**config.mk**
```make
export PLATFORM = sky130hd
export DESIGN_NAME = tm1638_key_reader
export DESIGN_NICKNAME = d
export VERILOG_FILES = /design/src/rtl/tm1638_pkg.sv /design/src/rtl/tm1638_tick_gen.sv /design/src/rtl/tm1638_key_reader.sv
export SDC_FILE = /design/constraint.sdc
export NUM_CORES = 1
export LEC_CHECK = 0
export BUFFER_PORTS_ARGS = -buffer_cell sky130_fd_sc_hd__buf_2
export CAP_MARGIN = 25
export CELL_PAD_IN_SITES_DETAIL_PLACEMENT = 1
export CELL_PAD_IN_SITES_GLOBAL_PLACEMENT = 2
export CORE_AREA = 2 2 113 115
export CTS_BUF_LIST = sky130_fd_sc_hd__clkbuf_4 sky130_fd_sc_hd__clkbuf_8
export DETAILED_ROUTE_END_ITERATION = 7
export DIE_AREA = 0 0 115 117
export HOLD_SLACK_MARGIN = 0.1
export PLACE_DENSITY = 0.82
export SETUP_SLACK_MARGIN = 0.02
export SYNTH_ARGS = -nofsm -noshare
export SYNTH_HDL_FRONTEND = slang
export SYNTH_SLANG_ARGS = --single-unit
export TNS_END_PERCENT = 20
```
**constraint.sdc**
```tcl
create_clock -name clk -period 3.1 [get_ports clk]
set_clock_uncertainty 0.2 [all_clocks]
set_input_delay 0.155 -clock clk [delete_from_list [all_inputs] [get_ports clk]]
set_output_delay 0.155 -clock clk [all_outputs]
set_load 0.01 [all_outputs]
```
**src/rtl/tm1638_pkg.sv**
```systemverilog
// Shared TM1638 command bytes, FSM state encoding and key-map helper.
// Used by both the key reader and the display writer.
package tm1638_pkg;

    localparam logic [7:0] CMD_WRITE_AUTO = 8'h40;
    localparam logic [7:0] CMD_READ_KEYS  = 8'h42;
    localparam logic [7:0] CMD_ADDR0      = 8'hC0;
    localparam logic [7:0] CMD_DISP_ON    = 8'h8F;

    typedef enum logic [2:0] {
        ST_IDLE,
        ST_CMD,
        ST_WAIT,
        ST_READ,
        ST_DONE
    } state_t;

    // Each scan byte carries two keys: bit0 -> keys[i], bit4 -> keys[i+4].
    function automatic logic [7:0] decode_keys(input logic [31:0] s);
        logic [7:0] k;
        k = '0;
        for (int i = 0; i < 4; i++) begin
            k[i]     = s[8*i];
            k[i + 4] = s[8*i + 4];
        end
        return k;
    endfunction

endpackage

```
**src/rtl/tm1638_tick_gen.sv**
```systemverilog
// Bit-tick generator: one-clk tick every CLK_DIV clks while enabled; clr restarts the count.
// No flow control; tick is combinational from the counter.
module tm1638_tick_gen #(
    parameter int CLK_DIV = 500
) (
    input  logic clk,
    input  logic rst_n,
    input  logic clr,
    input  logic en,
    output logic tick
);

    localparam logic [11:0] LAST = 12'(CLK_DIV - 1);

    logic [11:0] cnt;

    always_ff @(posedge clk) begin
        if (!rst_n) begin
            cnt <= '0;
        end else if (clr) begin
            cnt <= '0;
        end else if (en) begin
            cnt <= (cnt == LAST) ? 12'd0 : cnt + 12'd1;
        end
    end

    assign tick = en && !clr && (cnt == LAST);

endmodule

```
**src/rtl/tm1638_key_reader.sv**
```systemverilog
// TM1638 key scan: sends 0x42, reads four bytes, publishes raw bytes and 8 decoded keys.
// Scan takes 16+WAIT_TICKS+64 ticks; start while busy (including the done cycle) is dropped.
module tm1638_key_reader
    import tm1638_pkg::*;
#(
    parameter int CLK_DIV    = 500,
    parameter int WAIT_TICKS = 2
) (
    input  logic        clk,
    input  logic        rst_n,
    input  logic        start,
    output logic        busy,
    output logic        done,
    output logic [7:0]  keys,
    output logic [31:0] raw,
    output logic        stb,
    output logic        tm_clk,
    output logic        dio_out,
    output logic        dio_oe,
    input  logic        dio_in
);

    localparam logic [7:0] WAIT_LAST = 8'(WAIT_TICKS - 1);

    state_t      state;
    logic [1:0]  dio_sync;
    logic [4:0]  bit_idx;
    logic        phase;
    logic [7:0]  wait_cnt;
    logic [31:0] shift;
    logic [31:0] shift_final;
    logic        accept;
    logic        tick;

    assign accept      = (state == ST_IDLE) && start;
    assign shift_final = {dio_sync[1], shift[30:0]};

    tm1638_tick_gen #(
        .CLK_DIV (CLK_DIV)
    ) u_tick (
        .clk   (clk),
        .rst_n (rst_n),
        .clr   (accept),
        .en    (busy),
        .tick  (tick)
    );

    always_ff @(posedge clk) begin
        if (!rst_n) begin
            state    <= ST_IDLE;
            dio_sync <= '0;
            bit_idx  <= '0;
            phase    <= 1'b0;
            wait_cnt <= '0;
            shift    <= '0;
            busy     <= 1'b0;
            done     <= 1'b0;
            keys     <= '0;
            raw      <= '0;
            stb      <= 1'b1;
            tm_clk   <= 1'b1;
            dio_out  <= 1'b0;
            dio_oe   <= 1'b0;
        end else begin
            dio_sync <= {dio_sync[0], dio_in};
            done     <= 1'b0;
            case (state)
                ST_IDLE: begin
                    if (start) begin
                        state   <= ST_CMD;
                        busy    <= 1'b1;
                        stb     <= 1'b0;
                        dio_oe  <= 1'b1;
                        bit_idx <= '0;
                        phase   <= 1'b0;
                    end
                end
                ST_CMD: begin
                    if (tick) begin
                        if (!phase) begin
                            tm_clk  <= 1'b0;
                            dio_out <= CMD_READ_KEYS[bit_idx[2:0]];
                            phase   <= 1'b1;
                        end else begin
                            tm_clk <= 1'b1;
                            phase  <= 1'b0;
                            if (bit_idx == 5'd7) begin
                                state    <= ST_WAIT;
                                dio_oe   <= 1'b0;
                                dio_out  <= 1'b0;
                                bit_idx  <= '0;
                                wait_cnt <= '0;
                            end else begin
                                bit_idx <= bit_idx + 5'd1;
                            end
                        end
                    end
                end
                ST_WAIT: begin
                    if (tick) begin
                        if (wait_cnt == WAIT_LAST) begin
                            state <= ST_READ;
                        end else begin
                            wait_cnt <= wait_cnt + 8'd1;
                        end
                    end
                end
                ST_READ: begin
                    if (tick) begin
                        if (!phase) begin
                            tm_clk <= 1'b0;
                            phase  <= 1'b1;
                        end else begin
                            tm_clk         <= 1'b1;
                            phase          <= 1'b0;
                            shift[bit_idx] <= dio_sync[1];
                            // Results are registered on entry so they are valid during the done cycle.
                            if (bit_idx == 5'd31) begin
                                state <= ST_DONE;
                                stb   <= 1'b1;
                                done  <= 1'b1;
                                raw   <= shift_final;
                                keys  <= decode_keys(shift_final);
                            end else begin
                                bit_idx <= bit_idx + 5'd1;
                            end
                        end
                    end
                end
                ST_DONE: begin
                    state <= ST_IDLE;
                    busy  <= 1'b0;
                end
                default: begin
                    state <= ST_IDLE;
                    busy  <= 1'b0;
                end
            endcase
        end
    end

endmodule

```
==> results of run 1 <==
-- synthesized netlist by cell type, types with 2 or more instances --
library cell	count
a21boi_0	7
a21boi_1	32
a21o_1	2
a21oi_1	8
and2_1	7
and3_1	8
and4_1	2
buf_1	4
buf_2	8
buf_4	10
buf_6	3
clkbuf_1	19
dfxtp_1	101
ha_1	8
inv_1	6
nand2_1	88
nand2_2	3
nand2b_1	5
nand3_1	13
nand3b_1	3
nand4_1	7
nor2_1	27
nor3_1	4
nor3b_1	3
o211ai_1	34
o21a_1	2
o21ai_0	8
o31ai_1	32
or3_1	5
or3b_1	2
or4b_1	2
xnor2_1	7
xor2_1	7
-- per-stage QoR --
stage	instance area (um^2)	setup WS, ns	util (%)	std cells
2_1_floorplan	4420	0.813	-	495
4_1_cts	4960	0.350	40.3	677
3_3_place_gp	4670	0.529	37.9	657
3_5_place_dp	4670	0.381	37.9	657
5_1_grt	4990	0.0965	40.5	678
6_report	4990	0.354	40.5	678
-- registers in the layout, indices dropped and copies added (netlist names), 2 cells and up, named ones only --
| register | count |
|---|---|
| u_tick.cnt | 12 |
| bit_idx | 5 |
| raw | 25 |
| dio_sync | 2 |
| shift | 31 |
| wait_cnt | 8 |
| keys | 7 |
| state | 3 |
-- critical path, delay by kind of cell (launching register included) --
kind	cells	cell delay, ns
DFF	1	0.53
adders and majority gates	2	0.55
and+or+nand+nor	3	0.47
AOI/OAI and AO/OA	4	0.93
-- where the power goes --
group | total [mW] | internal (mW) | switching, mW
clock network | 1.03 | 0.558 | 0.474
registers | 1.31 | 1.30 | 0.00594
logic | 0.0777 | 0.0310 | 0.0467
total | 2.42 | 1.89 | 0.526
-- cell type report --
cell class                 instances  share of cell area, %
clock inverter                     6                   2.18
sequential                       101                   40.6
tap                              150                   3.76
clock buffer                      10                   2.76
inverter                           6                  0.452
multi-input combinational        344                   43.0
timing repair buffer              61                   7.33
-- worst min path at each step --
| stage | to | cells past startpoint |
|---|---|---|
| detailed placement | dio_sync[0] | 2 |
| global route | raw[13] | 2 |
| global placement | dio_sync[0] | 2 |
| floorplan | dio_sync[0] | 1 |
| finish | dio_sync[1] | 1 |
| CTS | dio_sync[1] | 1 |
-- cells in the final DEF, fill, tap and decap left out, types with 8 or more instances in the layout --
| cell type | netlist | layout |
|---|---|---|
| o31ai_1 | 32 | 32 |
| clkbuf_8 | 0 | 10 |
| dfxtp_1 | 101 | 101 |
| nand2_1 | 88 | 88 |
| nand3_1 | 13 | 13 |
| nor2_1 | 27 | 27 |
| o211ai_1 | 34 | 34 |
| o21ai_0 | 8 | 8 |
| a21oi_1 | 8 | 8 |
| a21boi_1 | 32 | 32 |
| and3_1 | 8 | 8 |
| ha_1 | 8 | 8 |
| buf_2 | 8 | 49 |
-- repair_timing --
item,CTS,global route
setup endpoints to repair,0,0
setup buffers,0,0
hold buffers,4,0
endpoints found under the hold margin,19,0
-- metal layers --
layer  GRT usage (%)  share of wire (%)  up-vias
met3            3.04                2.6       14
met1            21.2                 48     1722
met4            8.51                2.3        0
met2            28.4                 47       42
met5               0                  0        -
li1                -                  -     1800
-- cell families (layout without fill, tap and decap cells) --
group                      after synthesis  in the layout  synth area share, %
and+or+nand+nor                        187            187                 21.1
AOI/OAI and AO/OA                      134            134                 22.1
DFF                                    101            101                 45.7
buffers and inverters                   50             83                 5.83
xor gates and xnor gates                14             14                 2.77
adders and majority gates                8              8                 2.26
muxes                                    1              1                0.226
==> flow_metrics.py, run 1 <==
metrics = {
    "setup_path": {
        "cpMaxStageDelayCell": "dfxtp_1",
        "cp_common_cell": "ha_1",
        "cp-end-kind": "flip-flop",
        "rrSetupSlack_ns": 0.35,
        "cp.arrival_ns": 2.88,
        "start_kind": "flip-flop",
        "max_stage_delay_ns": 0.53,
        "rr_worst_depth": 9,
        "crit_chain": "ha_1, and3_1, ha_1, nand2_1, a2bb2oi_1, a21oi_1, nand2b_1, o211ai_1, o311a_1",
        "path_max_fanout": 10,
        "cp.required_ns": 3.23,
        "reg2reg_from": "bit_idx[0]",
        "crit_type": "reg2reg",
        "cp-startpoint": "bit_idx[0]",
    },
    "sta": {
        "finalSetupTns_ns": 0,
        "fin_crit_sh_pct": 88.6,
        "drv_slew": 0,
        "setup_viol": 0,
        "timing.fmax_mhz": 364,
        "tightest_slew_ns": 0.548,
        "period_minus_slack_ns": 2.75,
        "holdWs_ns": 0.243,
        "hold_viol_final": 0,
        "rsz0062_at_grt": "false",
        "slew_headroom_pct": 63.5,
    },
    "logic_synthesis": {
        "synthCells": 495,
        "synthesis.area_um2": 4420,
        "synth_top_area_share_pct": 45.7,
        "synth.distinct_cells": 51,
        "async_reset_ff_share_pct": 0,
        "yosys.area.top_type": "dfxtp_1",
        "yosys-top-cells-area": "dfxtp_1, nand2_1, o211ai_1",
        "synth_fp_nets": 507,
        "ys_ff_latch": 101,
        "ys_seq_area_share_pct": 45.7,
        "synthFlopType": "dfxtp_1",
        "synth_area_per_cell_um2": 8.93,
        "synth_edf_count": 0,
        "yosys_warnings": 0,
    },
    "final_layout": {
        "area_growth_pct": 12.8,
        "antennaDiodeCount": 0,
        "register_area_um2": 2020,
        "fin_nets": 535,
        "n_fill_cell": 1447,
        "drive_gt1_share_pct": 15.3,
        "multi_input_area_um2": 2140,
    },
    "outcome": {
        "status": "finished, final reports clean",
    },
    "clock_network": {
        "numCtsBuffers": 9,
        "clkLatencyLatePin_ns": 0.39,
        "cts_sinks": 101,
        "cts_resized": 0,
        "cts_root_buffer": "clkbuf_8",
        "clkTransAtPathRegs_ns": 0.10,
        "cts_tree": "done",
        "htree_levels": 3,
        "clk_path_buf_depth": 2,
    },
    "global_route": {
        "overflow": 0,
        "grt_pass1_vias": 3633,
        "grt_max_degree": 55,
        "grt_antenna_before_repair": 0,
        "grt_first_pass_wirelength_mm": 18.0,
        "grt_use_total_pct": 17.0,
    },
    "placement": {
        "place_hpwl_mm": 7.15,
        "place.gp.congestion": 0.816,
        "numPortBuffers": 49,
    },
    "pwr": {
        "powerDensity_nw_per_um2": 485,
        "total_power_mw": 2.42,
        "vdd_drop_max_mv": 0.240,
        "leakagePower_nw": 1.83,
    },
    "die": {
        "initial_core_util_pct": 35.9,
        "dieArea_um2": 13500,
        "core_um2": 12300,
        "die_w_um": 115,
        "row_count": 41,
        "io_pins": 50,
        "die_height_um": 117,
    },
    "route": {
        "drt_wl_total_mm": 10.4,
        "first_pass_iters": 4,
        "drt_iter0_markers": 161,
        "vias": 3578,
        "viasPerCell": 5.28,
        "postRouteAntennaNets": 0,
        "drc": 0,
        "avgRoutedWirePerCell_um": 15.4,
    },
    "min_path": {
        "worstHoldStart": "dio_sync[0]",
        "hold_class": "reg2reg",
    },
    "flow_run": {
        "maxCapViolCount": 0,
    },
}
(Power assumes the default switching activity.)
==> run 2: changes to the inputs <==
--- a/config.mk
+++ b/config.mk
@@ -11,6 +11,7 @@
 export CELL_PAD_IN_SITES_GLOBAL_PLACEMENT = 2
-export CORE_AREA = 2 2 113 115
+export CORE_AREA = 2 2 116 118
 export CTS_BUF_LIST = sky130_fd_sc_hd__clkbuf_4 sky130_fd_sc_hd__clkbuf_8
 export DETAILED_ROUTE_END_ITERATION = 7
-export DIE_AREA = 0 0 115 117
+export DIE_AREA = 0 0 118 120
+export GPL_ROUTABILITY_DRIVEN = 0
 export HOLD_SLACK_MARGIN = 0.1
@@ -20,2 +21,3 @@
 export SYNTH_HDL_FRONTEND = slang
+export SYNTH_HIERARCHICAL = 1
 export SYNTH_SLANG_ARGS = --single-unit
==> constraint.sdc (replaced) <==
create_clock -name clk -period 3.1 [get_ports clk]
set_clock_uncertainty 0.2 [all_clocks]
set_input_delay 0.31 -clock clk [delete_from_list [all_inputs] [get_ports clk]]
set_output_delay 0.31 -clock clk [all_outputs]
set_load 0.01 [all_outputs]
==> run 2 against run 1 <==
Compared with the run above: core utilization is 0.44 points lower; synthesized area is 3.8% higher; synthesized cell count is 12% higher; largest power group unchanged; via count is 8.4% higher; combinational power is 5.9% lower; highest routed layer unchanged; critical path depth is 1 lower; design area is 4.3% higher; die area is 5.2% higher; register-to-register slack worse by 0.13 ns.
==> flow_metrics.py, run 2 <==
metrics = {
    "outcome": {
        "status": "finished, final reports clean",
    },
    "final_layout": {
        "area_growth_pct": 13.3,
        "reg_top3": "shift (31), raw (25), u_tick/cnt (12)",
        "fin_nets": 597,
        "final_common_cell": "nand2_1",
        "drive_gt1_share_pct": 15.8,
        "n_fill_cell": 1586,
        "antennaDiodeCount": 0,
        "final_area_um2": 5200,
        "fin_cells": 765,
        "mostFrequentLayoutCells": "nand2_1, dfxtp_1, a21boi_0, buf_2, nand3_1",
        "top_register": "shift",
        "largest_reg_flops": 31,
    },
    "clock_network": {
        "cts_sinks": 101,
        "htree_levels": 3,
        "clk_path_buf_depth": 2,
        "clkTransAtPathRegs_ns": 0.09,
        "post-cts-setup-buffer-count": 0,
        "numCtsBuffers": 9,
        "clkLatencyLatePin_ns": 0.38,
        "cts_root_buffer": "clkbuf_8",
        "cts_tree": "done",
    },
    "flow_run": {
        "maxCapViolCount": 0,
    },
    "die": {
        "io_pins": 50,
        "die_height_um": 120,
        "core_um2": 13000,
        "dieArea_um2": 14200,
        "initial_core_util_pct": 35.4,
        "row_count": 42,
        "die_w_um": 118,
    },
    "pwr": {
        "power.switching_mw": 0.499,
        "internal-power_mw": 1.84,
        "powerDensity_nw_per_um2": 450,
        "p_clk_share_pct": 40.9,
        "comb_power_share_pct": 3.1,
        "total_power_mw": 2.34,
        "leakagePower_nw": 1.85,
        "sequentialPowerShare_pct": 56.0,
        "vdd_drop_max_mv": 0.255,
        "p_sw_share_pct": 21.4,
    },
    "route": {
        "postRouteAntennaNets": 0,
        "viasPerCell": 5.07,
        "vias": 3879,
        "drt_wl_total_mm": 11.0,
        "avgRoutedWirePerCell_um": 14.3,
        "first_pass_iters": 4,
        "drt_iter0_markers": 126,
        "drc": 0,
    },
    "setup_path": {
        "timing.rr.end": "wait_cnt[7]",
        "cp.required_ns": 3.20,
        "path_max_fanout": 10,
        "start_kind": "flip-flop",
        "crit_type": "reg2reg",
        "rrSetupSlack_ns": 0.22,
        "cp.arrival_ns": 2.98,
        "rr_worst_depth": 8,
        "cp-end-kind": "flip-flop",
        "reg2reg_from": "u_tick/cnt[2]",
    },
    "logic_synthesis": {
        "synthesis.area_um2": 4590,
        "synth_fp_nets": 565,
        "ys_ff_latch": 101,
        "synth_top_area_share_pct": 44.0,
        "synth_most_common_cell": "nand2_1",
        "synthCells": 553,
        "async_reset_ff_share_pct": 0,
        "synth_area_per_cell_um2": 8.30,
        "synthFlopType": "dfxtp_1",
        "synth_common_cells": "nand2_1, dfxtp_1, a21boi_0, nand3_1",
        "synth.distinct_cells": 57,
        "yosys.area.top_type": "dfxtp_1",
        "ys_seq_area_share_pct": 44.0,
        "yosys-top-cells-area": "dfxtp_1, nand2_1, a21boi_0",
        "yosys_warnings": 6,
        "synth_edf_count": 0,
    },
    "placement": {
        "placedInstanceArea_um2": 4960,
        "numPortBuffers": 49,
        "place_hpwl_mm": 7.67,
        "dp_cells": 749,
    },
    "sta": {
        "period_minus_slack_ns": 2.88,
        "tightest_slew_ns": 1.01,
        "finalSetupTns_ns": 0,
        "drv_slew": 0,
        "hold_viol_final": 0,
        "setup_viol": 0,
        "slew_headroom_pct": 32.6,
        "fin_crit_sh_pct": 92.8,
        "timing.fmax_mhz": 348,
        "rsz0062_at_grt": "false",
    },
    "global_route": {
        "grt_first_pass_wirelength_mm": 18.5,
        "grt_antenna_before_repair": 0,
        "overflow": 0,
        "grt_use_total_pct": 16.1,
        "grt_pass1_vias": 3855,
        "grt_max_degree": 45,
    },
    "min_path": {
        "whs_path_depth": 2,
        "worstHoldStart": "rst_n",
        "hold_class": "in2reg",
        "hold_end": "tm_clk",
    },
}
run 2: how the worst max path moves through the flow:
stage | start | endpoint | slack [ns] | cells past startpoint
final | u_tick/cnt[2] | wait_cnt[7] | 0.22 | 8
after global routing | u_tick/cnt[2] | wait_cnt[6] | 0.05 | 8
after CTS | u_tick/cnt[2] | wait_cnt[7] | 0.15 | 8
after detailed placement | u_tick/cnt[2] | wait_cnt[7] | 0.17 | 8
after global placement | u_tick/cnt[2] | wait_cnt[4] | 0.26 | 8
after floorplan | u_tick/cnt[2] | wait_cnt[6] | 0.16 | 8
run 2: cells by family after synthesis:
kind of cell / Yosys count / synth area share, %
fa+ha+maj: 8 / 2.18
flops: 101 / 44.0
mux: 1 / 0.218
xor+xnor: 7 / 1.34
compound gates: 115 / 18.3
simple gates: 265 / 27.7
buf+inv: 56 / 6.19
run 2: power by group through the flow:
stage                     clock (mW)  sequential (mW)  combinational (mW)
final                          0.956             1.31              0.0731
after global routing            1.05             1.31              0.0810
after CTS                      0.998             1.31              0.0742
after detailed placement           0             1.34              0.0734
after global placement             0             1.34              0.0655
after floorplan                    0             1.34              0.0506
run 2: what timing repair did:
item	4_1_cts	5_1_grt
setup endpoints to repair	0	4
hold endpoints to repair	1	0
resized for setup	0	1
hold buffers	1	0
run 2: worst max-delay path, cell delays in order, from the launching register on:
cell and delay (ns):
dfxtp_1 0.40, or4_4 0.53, nor4_1 0.27, buf_4 0.20, and4b_2 0.33, and3_4 0.24, nor2_2 0.09, or3_1 0.37
a21oi_1 0.16
run 2: final cells by class:
type / instances / area, um^2 / share of cell area, %
clock inverter: 3 / 68.8 / 1.32
sequential: 101 / 2020 / 38.9
inverter: 9 / 33.8 / 0.650
clock buffer: 12 / 159 / 3.06
tap: 176 / 220 / 4.23
timing repair buffer: 68 / 410 / 7.89
multi-input combinational: 396 / 2290 / 44.0
run 2: metrics by stage:
step,hold slack [ns],setup WS [ns],utilization [%]
finish,0.205,0.222,40.1
global route,0.210,0.0465,40.1
CTS,0.194,0.146,40.1
detailed placement,0.240,0.170,38.2
global placement,0.212,0.255,38.0
floorplan,0.212,0.164,-
run 2: layer usage:
| metal | vias up | GRT usage [%] | wire (um) | share of wire [%] |
|---|---|---|---|---|
| met2 | 52 | 28.7 | 5360 | 49 |
| met4 | 0 | 6.85 | 222 | 2.0 |
| met5 | - | 0 | 0 | 0 |
| met3 | 15 | 2.61 | 290 | 2.6 |
| li1 | 1950 | - | - | - |
| met1 | 1862 | 19.3 | 5100 | 46 |
==> run 3: changes to the inputs <==
- CORE_AREA: 2 2 116 118 -> 8 8 118 120
- DIE_AREA: 0 0 118 120 -> 0 0 126 128
- PLACE_DENSITY: 0.82 -> 0.87
- clock period: 3.1 -> 3.4 ns (I/O delays scaled with it)
==> run 3 against run 2 <==
Compared with the run above: worst hold slack got worse by 0.0035 ns; critical path depth did not move; die area is 14% higher; clock power shrank 20%; core utilization increased by 1.7 points; setup slack better by 0.20 ns; register-to-register slack improved by 0.20 ns; sequential power shrank 8%; combinational power shrank 13%; largest power group unchanged; highest routed layer unchanged.
==> flow_metrics.py, run 3 (same netlist as run 2, synthesis figures left out) <==
metrics = {
    "outcome": {
        "status": "finished, final reports clean",
    },
    "global_route": {
        "grt_first_pass_wirelength_mm": 18.8,
        "gr-usage-met3_pct": 3.00,
        "grt-busiest-layer": "met2",
        "met2_usage_pct": 24.7,
        "grt_max_degree": 51,
        "grt_use_total_pct": 14.2,
        "grt_use_met1_pct": 16.6,
        "overflow": 0,
        "grt_pass1_vias": 3892,
        "grt_antenna_before_repair": 0,
    },
    "placement": {
        "place_hpwl_mm": 7.85,
        "numPortBuffers": 49,
    },
    "final_layout": {
        "multi_input_area_um2": 2280,
        "fin_nets": 592,
        "antennaDiodeCount": 0,
        "top_register": "shift",
        "largest_reg_flops": 31,
        "reg_top3": "shift (31), raw (25), u_tick/cnt (12)",
        "drive_gt1_share_pct": 14.9,
        "register_area_um2": 2020,
        "area_growth_pct": 11.0,
        "mostFrequentLayoutCells": "nand2_1, dfxtp_1, a21boi_0, buf_2, nand3_1",
        "final_common_cell": "nand2_1",
        "n_fill_cell": 1496,
    },
    "clock_network": {
        "htree_levels": 3,
        "clk_path_buf_depth": 2,
        "cts_root_buffer": "clkbuf_8",
        "post-cts-setup-buffer-count": 0,
        "cts_sinks": 101,
        "numCtsBuffers": 9,
        "clkTransAtPathRegs_ns": 0.09,
        "clkLatencyLatePin_ns": 0.37,
        "cts_tree": "done",
    },
    "pwr": {
        "p_sw_share_pct": 22.0,
        "comb_power_share_pct": 3.1,
        "power.switching_mw": 0.446,
        "leakagePower_nw": 1.81,
        "total_power_mw": 2.02,
        "p_clk_share_pct": 37.8,
        "vdd_drop_max_mv": 0.159,
        "internal-power_mw": 1.58,
        "powerDensity_nw_per_um2": 397,
        "sequentialPowerShare_pct": 59.0,
    },
    "sta": {
        "fin_crit_sh_pct": 87.7,
        "hold_viol_final": 0,
        "setup_viol": 0,
        "tightest_slew_ns": 0.945,
        "timing.fmax_mhz": 336,
        "slew_headroom_pct": 36.9,
        "finalSetupTns_ns": 0,
        "period_minus_slack_ns": 2.98,
        "rsz0062_at_grt": "false",
        "drv_slew": 0,
    },
    "die": {
        "die_height_um": 128,
        "die_w_um": 126,
        "initial_core_util_pct": 37.6,
        "row_count": 41,
        "dieArea_um2": 16100,
        "io_pins": 50,
        "core_um2": 12200,
    },
    "setup_path": {
        "crit_type": "reg2reg",
        "start_kind": "flip-flop",
        "cp-end-kind": "flip-flop",
        "cp.required_ns": 3.48,
        "path_max_fanout": 10,
        "cp.arrival_ns": 3.06,
    },
    "route": {
        "drc": 0,
        "viasPerCell": 5.17,
        "drt_iter0_markers": 184,
        "postRouteAntennaNets": 0,
        "drt_wl_total_mm": 11.0,
        "first_pass_iters": 4,
        "vias": 3797,
        "avgRoutedWirePerCell_um": 15.0,
    },
    "flow_run": {
        "maxCapViolCount": 0,
    },
    "min_path": {
        "hold_class": "in2reg",
    },
}
run 3: changes by cell type in the layout (fill, tap and decap cells not counted):
cell | previous run | this run
clkinv_2 | 0 | 2
buf_4 | 17 | 12
clkbuf_8 | 11 | 10
and4b_1 | 0 | 1
bufinv_16 | 2 | 1
and4b_2 | 1 | 0
run 3: repair_timing:
action                    in CTS  in global routing
hold buffers                   1                  0
gates resized for setup        0                  0
hold endpoints to repair       1                  0
run 3: worst paths after layout:
check	from	endpoint	slack, ns	depth (start not counted)
setup / recovery	u_tick/cnt[2]	shift[17]	0.42	8
hold / removal	rst_n	tm_clk	0.20	2
setup reg to reg	u_tick/cnt[2]	shift[17]	0.42	8
hold reg to reg	dio_sync[0]	dio_sync[1]	0.24	1
run 3: critical path, cell delays in order (launching register included):
cell	delay [ns]
dfxtp_1	0.39
or4_4	0.53
nor4_1	0.26
buf_4	0.20
and4b_1	0.41
and3_1	0.35
buf_4	0.22
nand3_1	0.08
a21boi_0	0.24
run 3: per-layer routing:
layer  vias up  share of wire (%)
li1       1929                  -
met1      1819                 47
met2        40                 49
met3         9                2.8
met4         0                1.5
met5         -                  0
run 3: area by class of cell:
cell class | count | share of cell area [%]
inverters | 9 | 0.663
well taps | 150 | 3.68
multi-input cells | 396 | 44.8
flip-flops and latches | 101 | 39.7
clock inverters | 4 | 0.958
clock buffers | 11 | 2.85
repair buffers | 63 | 7.32
run 3: power groups by stage:
stage	combinational, mW	clock (mW)	sequential, mW
after floorplan	0.0461	0	1.22
after global placement	0.0563	0	1.23
after detailed placement	0.0572	0	1.23
after CTS	0.0582	0.804	1.20
after global routing	0.0705	0.845	1.20
final	0.0634	0.766	1.20
run 3: per-stage QoR:
| stage | hold WS, ns | util, % | cell area, um^2 | std cells | setup slack, ns |
|---|---|---|---|---|---|
| after floorplan | 0.212 | - | 4590 | 553 | 0.464 |
| after global placement | 0.218 | 39.8 | 4860 | 717 | 0.548 |
| after detailed placement | 0.223 | 39.8 | 4860 | 717 | 0.436 |
| after CTS | 0.186 | 41.5 | 5070 | 733 | 0.410 |
| after global routing | 0.231 | 41.7 | 5090 | 734 | 0.227 |
| final | 0.201 | 41.7 | 5090 | 734 | 0.420 |
